## src/rtl/pre_if_stage_pkg.sv

```systemverilog
// Shared widths, packet layout and FSM encoding for the pre-IF fetch front end.
package pre_if_stage_pkg;

  localparam int PFS_TO_FS_BUS_WD  = 81;
  localparam int BR_BUS_WD         = 33;
  localparam int EXCP_NUM_ADEF_BIT = 14;
  localparam logic [15:0] EXCP_NUM_ADEF = 16'h0001 << EXCP_NUM_ADEF_BIT;

  typedef enum logic [1:0] {
    S_REQ,
    S_DATA,
    S_HOLD,
    S_ADEF
  } pfs_state_t;

  // Field order matches the bus bit layout, LSB field last.
  typedef struct packed {
    logic [15:0] excp_num;
    logic        excp;
    logic [31:0] inst;
    logic [31:0] pc;
  } pfs_to_fs_t;

  // A misaligned fetch address never reaches the bus; it becomes an ADEF packet.
  function automatic pfs_state_t fetch_entry(input logic [31:0] addr);
    return (addr[1:0] != 2'b00) ? S_ADEF : S_REQ;
  endfunction

endpackage

```

## src/rtl/pre_if_stage_redirect_sel.sv

```systemverilog
// Redirect priority mux: exception entry beats ertn return beats branch target.
module fetch_redirect_sel
  import pre_if_stage_pkg::*;
(
  input  logic                 excp_flush,
  input  logic                 ertn_flush,
  input  logic [BR_BUS_WD-1:0] br_bus,
  input  logic [31:0]          eentry,
  input  logic [31:0]          era,
  output logic                 redir,
  output logic [31:0]          target
);

  logic br_taken;

  always_comb begin
    // NOTE: every output gets a default first so no path can infer a latch.
    target   = br_bus[31:0];
    // An unknown br_taken from an idle ID/EX stage must not look like a branch.
    br_taken = (br_bus[32] === 1'b1);
    redir    = excp_flush | ertn_flush | br_taken;
    if (excp_flush) begin
      target = eentry;
    end else if (ertn_flush) begin
      target = era;
    end
  end

endmodule

```

## src/rtl/pre_if_stage.sv

```systemverilog
// Pre-IF stage: owns the fetch PC, issues one outstanding sram-like fetch at a
// time, discards responses made stale by a redirect, and hands packets to IF.
module pre_if_stage
  import pre_if_stage_pkg::*;
#(
  parameter logic [31:0] RESET_PC = 32'h1c000000
) (
  input  logic                        clk,
  input  logic                        reset,
  input  logic                        fs_allowin,
  output logic                        pfs_to_fs_valid,
  output logic [PFS_TO_FS_BUS_WD-1:0] pfs_to_fs_bus,
  input  logic [BR_BUS_WD-1:0]        br_bus,
  input  logic                        excp_flush,
  input  logic                        ertn_flush,
  input  logic [31:0]                 eentry,
  input  logic [31:0]                 era,
  output logic                        inst_sram_req,
  output logic                        inst_sram_wr,
  output logic [1:0]                  inst_sram_size,
  output logic [3:0]                  inst_sram_wstrb,
  output logic [31:0]                 inst_sram_addr,
  output logic [31:0]                 inst_sram_wdata,
  input  logic                        inst_sram_addr_ok,
  input  logic                        inst_sram_data_ok,
  input  logic [31:0]                 inst_sram_rdata
);

  pfs_state_t  state;
  logic [31:0] pc;
  logic [31:0] pc_seq;
  logic        cancel;
  logic        adef_sent;
  pfs_to_fs_t  buf_pkt;
  pfs_to_fs_t  adef_pkt;
  logic        redir;
  logic [31:0] target;
  logic        handoff;

  fetch_redirect_sel u_redirect_sel (
    .excp_flush (excp_flush),
    .ertn_flush (ertn_flush),
    .br_bus     (br_bus),
    .eentry     (eentry),
    .era        (era),
    .redir      (redir),
    .target     (target)
  );

  assign pc_seq   = pc + 32'd4;
  assign adef_pkt = '{excp_num: EXCP_NUM_ADEF, excp: 1'b1, inst: 32'h0, pc: pc};

  // A redirect in the same cycle suppresses the packet, so it also blocks the handoff.
  assign pfs_to_fs_valid = ~reset & ~redir &
                           ((state == S_HOLD) | ((state == S_ADEF) & ~adef_sent));
  assign handoff         = pfs_to_fs_valid & fs_allowin;
  assign pfs_to_fs_bus   = (state == S_ADEF) ? adef_pkt : buf_pkt;

  // HOLD issues the next sequential fetch in the handoff cycle for back-to-back fetch.
  assign inst_sram_req   = ~reset & ((state == S_REQ) | ((state == S_HOLD) & handoff));
  assign inst_sram_addr  = (state == S_HOLD) ? pc_seq : pc;
  assign inst_sram_wr    = 1'b0;
  assign inst_sram_size  = 2'b10;
  assign inst_sram_wstrb = 4'h0;
  assign inst_sram_wdata = 32'h0;

  // NOTE: sequential state uses non-blocking assignments so every register sees pre-edge values.
  always_ff @(posedge clk) begin
    if (reset) begin
      state     <= S_REQ;
      pc        <= RESET_PC;
      cancel    <= 1'b0;
      adef_sent <= 1'b0;
      // NOTE: the packet buffer is a single register, reset so the bus reads zero out of reset.
      buf_pkt   <= '0;
    end else begin
      if (redir) begin
        pc <= target;
      end
      case (state)
        S_REQ: begin
          if (inst_sram_addr_ok) begin
            state  <= S_DATA;
            cancel <= redir;
          end else if (redir) begin
            state <= fetch_entry(target);
          end
        end
        S_DATA: begin
          if (inst_sram_data_ok) begin
            cancel <= 1'b0;
            if (cancel | redir) begin
              state <= fetch_entry(redir ? target : pc);
            end else begin
              buf_pkt <= '{excp_num: 16'h0, excp: 1'b0, inst: inst_sram_rdata, pc: pc};
              state   <= S_HOLD;
            end
          end else if (redir) begin
            cancel <= 1'b1;
          end
        end
        S_HOLD: begin
          if (redir) begin
            state <= fetch_entry(target);
          end else if (handoff) begin
            pc    <= pc_seq;
            state <= inst_sram_addr_ok ? S_DATA : S_REQ;
          end
        end
        S_ADEF: begin
          if (redir) begin
            state     <= fetch_entry(target);
            adef_sent <= 1'b0;
          end else if (handoff) begin
            adef_sent <= 1'b1;
          end
        end
        default: state <= S_REQ;
      endcase
    end
  end

`ifndef SYNTHESIS
  a_data_ok_only_in_data: assert property (
    @(posedge clk) disable iff (reset) inst_sram_data_ok |-> (state == S_DATA)
  );
`endif

endmodule

```

## config.mk

```make
export PLATFORM = sky130hd
export DESIGN_NAME = pre_if_stage
export DESIGN_NICKNAME = d
export VERILOG_FILES = /design/src/rtl/pre_if_stage_pkg.sv /design/src/rtl/pre_if_stage_redirect_sel.sv /design/src/rtl/pre_if_stage.sv
export SDC_FILE = /design/constraint.sdc
export NUM_CORES = 1
export LEC_CHECK = 0
export ABC_AREA = 1
export CAP_MARGIN = 10
export CORE_MARGIN = 2
export CORE_UTILIZATION = 48
export DETAILED_ROUTE_END_ITERATION = 8
export GPL_ROUTABILITY_DRIVEN = 0
export PLACE_DENSITY = 0.88
export SLEW_MARGIN = 40
export SYNTH_ARGS = -nofsm -noshare
export SYNTH_HDL_FRONTEND = slang
export SYNTH_HIERARCHICAL = 1
export SYNTH_SLANG_ARGS = --single-unit
```

## constraint.sdc

```tcl
create_clock -name clk -period 3.05 [get_ports clk]
set_clock_uncertainty 0.2 [all_clocks]
set_input_delay 0.4575 -clock clk [delete_from_list [all_inputs] [get_ports clk]]
set_output_delay 0.4575 -clock clk [all_outputs]
set_load 0.005 [all_outputs]
```

; After elaboration in Yosys (flattened, before gate mapping)
; Cells that the tools add are included.
[classes]
add_sub_neg = 1
n_eq_ne = 8
n_mux = 24
bitwise = 15
n_reduce_logical = 9
[op_table]
columns = op, n
row1 = $mux W32, 7
row2 = $mux W80, 1
row3 = $add A32 B3 Y32 const B, 1
row4 = $mux W2, 8
row5 = $pmux W2 S4, 1
row6 = $reduce_bool A2 Y1, 4
row7 = $and A1 B1 Y1, 6
row8 = $mux W1, 6
row9 = $ne A3 B3 Y1 const B, 2
row10 = $reduce_and A3 Y1, 2
row11 = $or A1 B1 Y1, 5
row12 = $eq A2 B2 Y1 const B, 2
row13 = $ne A2 B2 Y1 const B, 2
row14 = $not A1 Y1, 4
row15 = $reduce_and A2 Y1, 2
row16 = $eq A2 B1 Y1 const B, 1
row17 = $logic_not A2 Y1, 1
row18 = $pmux W1 S2, 1
row19 = $eqx A1 B1 Y1 const B, 1
[word_totals]
register_bits = 100
inputBits = 136
output_inout_bits = 154
word_cells = 63

; Logic depth before layout (Yosys ltp)
[depth]
depth_word = 9
depth_mapped = 14
depth_no_buf = 12

; Hierarchy
; The synthesis kept the hierarchy.
[by_module_without_submodules]
columns = mod, instances, cells_each, area_per_inst_um2, seq_area_each_um2
row1 = pre_if_stage, 1, 996, 6155.9, 2001.9
row2 = fetch_redirect_sel, 1, 242, 1074.8, 0.0

; Least setup slack after synthesis
; Ideal clock, no wire load.
[synth_path]
kind = input to output
start = in ertn_flush
end = out inst_sram_req
arrival_time_ns = 1.533
t_required_ns = 2.392
setup_slack_ns = 0.860
cell_stages = 8
path_buffers = 3
cell_sequence = buf_6 buf_4 nor2_1 nand2_1 nor2_1 nand3_2 buf_2 a21oi_1
[synth_via]
elab_chain_len = 9
[synth_rtl]
columns = element, line_no
row1 = from (decl), pre_if_stage.sv:15  ; input logic ertn_flush,
row2 = $or A1 B1 Y1 (2 in series), pre_if_stage_redirect_sel.sv:21  ; redir = excp_flush | ertn_flush | br_taken;
row3 = named net redir, pre_if_stage.sv:36  ; logic redir;
row4 = $not A1 Y1, pre_if_stage.sv:54  ; assign pfs_to_fs_valid = ~reset & ~redir &
row5 = $and A1 B1 Y1 (2 in series), pre_if_stage.sv:54
row6 = $and A1 B1 Y1, pre_if_stage.sv:56  ; assign handoff = pfs_to_fs_valid & fs_allowin;
row7 = $and A1 B1 Y1, pre_if_stage.sv:60  ; assign inst_sram_req = ~reset & ((state == S_REQ) | ((state == S_HOLD) & handoff));
row8 = $or A1 B1 Y1, pre_if_stage.sv:60
row9 = $and A1 B1 Y1, pre_if_stage.sv:60
row10 = to (decl), pre_if_stage.sv:18  ; output logic inst_sram_req,
; The timed path passes the listed nets, and every way through them passes these cells.

; Final worst setup path
[layout_path]
start = reg pc[2]
end = out inst_sram_addr[15]
[layout_via]
elab_chain_len = 2
[layout_rtl]
columns = element, line_no
row1 = from (decl), pre_if_stage.sv:30  ; logic [31:0] pc;
row2 = from (signal assigned), pre_if_stage.sv:78  ; pc <= target;
row3 = from (signal assigned), pre_if_stage.sv:106  ; pc <= pc_seq;
row4 = $add A32 B3 Y32, pre_if_stage.sv:50  ; assign pc_seq = pc + 32'd4;
row5 = $mux W32, pre_if_stage.sv:61  ; assign inst_sram_addr = (state == S_HOLD) ? pc_seq : pc;
row6 = to (decl), pre_if_stage.sv:22  ; output logic [31:0] inst_sram_addr,
; No other way between the ends.

==> results.sh <==
export IMPL_portBuffers=235
export IMPL_drt_pass1_iterations=7
export IMPL_powerDensity_nw_per_um2=385.4
export IMPL_drt_iter0_markers=909
export IMPL_max_vdd_ir_drop_v=0.0003173
export IMPL_placeableCoreArea_sq_um=14640
export IMPL_drc_errors=0
export IMPL_diodes=0
export IMPL_cp_arrival_ns=2.34
export IMPL_drive_above_1_share_pct=6.935
export IMPL_antenna_found_initial=0
export IMPL_die_y_um=126.7
export IMPL_p_leak_nw=4.325
export IMPL_power_frac_comb_pct=31.7
export IMPL_synthDistinctLibCells=33
export IMPL_grt_max_degree=66
export IMPL_post_route_min_period_ns=3.000
export IMPL_die_area_sq_um=16060
export IMPL_drtAntennaViolNets=0
export IMPL_rows=44
export IMPL_timing_rr_start="state[1]"
export IMPL_grt_pass1_wl_um=36690
export IMPL_yosysSeqAreaShare_pct=27.69
export IMPL_cap_violations=0
export IMPL_clk_pin_slew_worst_paths_ns=0.07
export IMPL_post_place_ws_ns=0.1875
export IMPL_reg2reg_slack_ns=0.70
export IMPL_status="finished clean"
export IMPL_cts_root_buf="clkbuf_16"
export IMPL_p_seq_share_pct=38.5
export IMPL_cts_tree="done"
export IMPL_ioPinCount=290
export IMPL_synthesis_area_sq_um=7231
export IMPL_insertion_delay_ns=0.35
export IMPL_power_mw=3.777
export IMPL_p_switching_mw=1.226
export IMPL_syn_to_final_growth_pct=35.53
export IMPL_startpoint_type="flip-flop"
export IMPL_whs_path_depth=2
export IMPL_cp_max_fo=5
export IMPL_period_share_pct=98.36
export IMPL_worst_pin_slew_ns=0.5108
export IMPL_grt_overflow=0
export IMPL_p_int_mw=2.551
export IMPL_routedWlPerCell_um=14.39
export IMPL_stdcell_count=1626
export IMPL_start_util_pct=49.38
export IMPL_crit_path_end="inst_sram_addr[15]"
export IMPL_finalSetupViolCount=0
export IMPL_hold_viol=0
export IMPL_max_freq_mhz=333.3
export IMPL_routed_wl_um=23390
export IMPL_cp_required_ns=2.39
export IMPL_placed_cells=1609
export IMPL_post_synth_cell_area_avg_sq_um=5.841
export IMPL_cts_sinks=100
export IMPL_reg2regPathDepth=9
export IMPL_ctsHoldBuffers=0
export IMPL_yosys_warnings=6
export IMPL_startpoint="pc[2]"
export IMPL_slew_headroom_pct=65.95
export IMPL_worstReg2RegEnd="pc[23]"
export IMPL_dieWidth_um=126.7
export IMPL_viasPerCell=5.172
export IMPL_ctsHtreeMaxLevel=3
export IMPL_grt_pass1_vias=7603
export IMPL_ys_seq_elements=100
export IMPL_end_kind="primary output"
export IMPL_cts_path_max_buffers=2
export IMPL_cts_buffers=9
export IMPL_hp_class="reg -> reg"
export IMPL_final_nets=1574
export IMPL_path_class="reg -> out"
export IMPL_hpwl_um=17670
export IMPL_sw_frac_of_total_pct=32.46
export IMPL_vias=8410
export IMPL_slew_violations=0
export IMPL_synthCells=1238
export IMPL_setup_ws_ns=0.05008
export IMPL_grtUsageTotal_pct=28.19
export IMPL_clkPwrFrac_pct=29.7
routing by layer:
| layer | track usage [%] | wire, um |
|---|---|---|
| met4 | 13.32 | 1086 |
| met1 | 32.66 | 8905 |
| met2 | 49.22 | 10840 |
| met5 | 0 | 0 |
| met3 | 6.580 | 2560 |
cells by family after synthesis:
family          synth area share (%)
xor+xnor                      0.8479
compound gates                 18.05
buf+inv                        20.42
simple gates                   32.72
fa+ha+maj                     0.1730
other cells                   0.1039
flops                          27.69
placed cells by master (no fill, tap or decap), types with 27 or more instances in the layout:
cell type and n:
dfxtp_1 90, conb_1 54, inv_1 161, o21ai_0 114
o21ai_1 27, a21oi_1 95, clkdlybuf4s50_1 235, nand3_1 77
nand2_1 353, nor2_1 103
critical path, stage by stage, from the launching register on:
cell	delay, ns
dfxtp_2	0.36
buf_4	0.16
inv_2	0.08
nor2_4	0.18
nand2_1	0.14
nor2_2	0.15
nand2_1	0.08
a31oi_1	0.27
clkdlybuf4s50_1	0.56
power groups by stage:
stage / clock [mW] / sequential (mW) / combinational [mW]
after floorplan: 0 / 1.46 / 0.641
after global placement: 0 / 1.47 / 1.16
after detailed placement: 0 / 1.48 / 1.17
after CTS: 1.14 / 1.45 / 1.18
after global routing: 1.19 / 1.46 / 1.32
final: 1.12 / 1.45 / 1.20
worst min-delay path by stage:
| stage | from | slack, ns | end |
|---|---|---|---|
| global placement | buf_pkt[61] | 0.24 | buf_pkt[61] |
| detailed placement | buf_pkt[62] | 0.24 | buf_pkt[62] |
| finish | buf_pkt[53] | 0.25 | buf_pkt[53] |
| floorplan | buf_pkt[32] | 0.23 | buf_pkt[32] |
| CTS | buf_pkt[62] | 0.25 | buf_pkt[62] |
| global route | buf_pkt[62] | 0.28 | buf_pkt[62] |
sequential cells by signal, summed over array words and instances (netlist names):
name	flops
adef_sent	1
state	2
pc	32
cancel	1
buf_pkt	64
layout make-up:
cell class | count | area [sq um]
Sequential cell | 100 | 2017
Timing Repair Buffer | 257 | 2571
Inverter | 174 | 659.4
Multi-Input combinational cell | 895 | 4033
Clock inverter | 5 | 36.28
Clock buffer | 11 | 252.7
Tap cell | 184 | 230.2
Fill cell | 1287 | 4845
cells in the mapped netlist:
master	n	share of area, %
a21oi_1	95	6.6
nor3_1	1	0.069
a31oi_1	10	0.87
a311oi_1	1	0.12
nand2_1	356	18
clkinv_1	3	0.16
nand3_1	78	5.4
clkinv_2	1	0.069
dfxtp_1	100	28
a211oi_1	1	0.10
buf_4	69	7.2
xor2_1	7	0.85
nor2_4	1	0.16
nor2_1	117	6.1
nor2_8	1	0.28
o21ai_1	26	1.8
buf_8	2	0.42
inv_2	7	0.36
inv_6	1	0.12
inv_1	162	8.4
buf_6	8	1.2
buf_1	3	0.16
o211ai_1	4	0.42
clkbuf_1	22	1.1
o21a_1	1	0.10
conb_1	2	0.10
o21bai_1	1	0.10
nand4_1	3	0.26
buf_2	17	1.2
nand3_2	2	0.28
nand2_2	20	1.7
o21ai_0	115	8.0
ha_1	1	0.17
metrics by stage:
stage / setup TNS (ns) / hold WS (ns) / utilization, % / area (sq um)
global placement: 0 / 0.2388 / 64.18 / 9399
CTS: 0 / 0.2545 / 66.30 / 9709
global route: -0.2194 / 0.2781 / 66.92 / 9799
finish: 0 / 0.2531 / 66.92 / 9799
detailed placement: 0 / 0.2446 / 64.18 / 9399
floorplan: 0 / 0.2301 / - / 7426
what timing repair did:
item                       4_1_cts  5_1_grt
hold endpoints to repair         0        0
resized for setup                8       30
pin swaps                        0        2
setup buffers                    0        1
setup endpoints to repair       12       26
(Power assumes the default switching activity.)
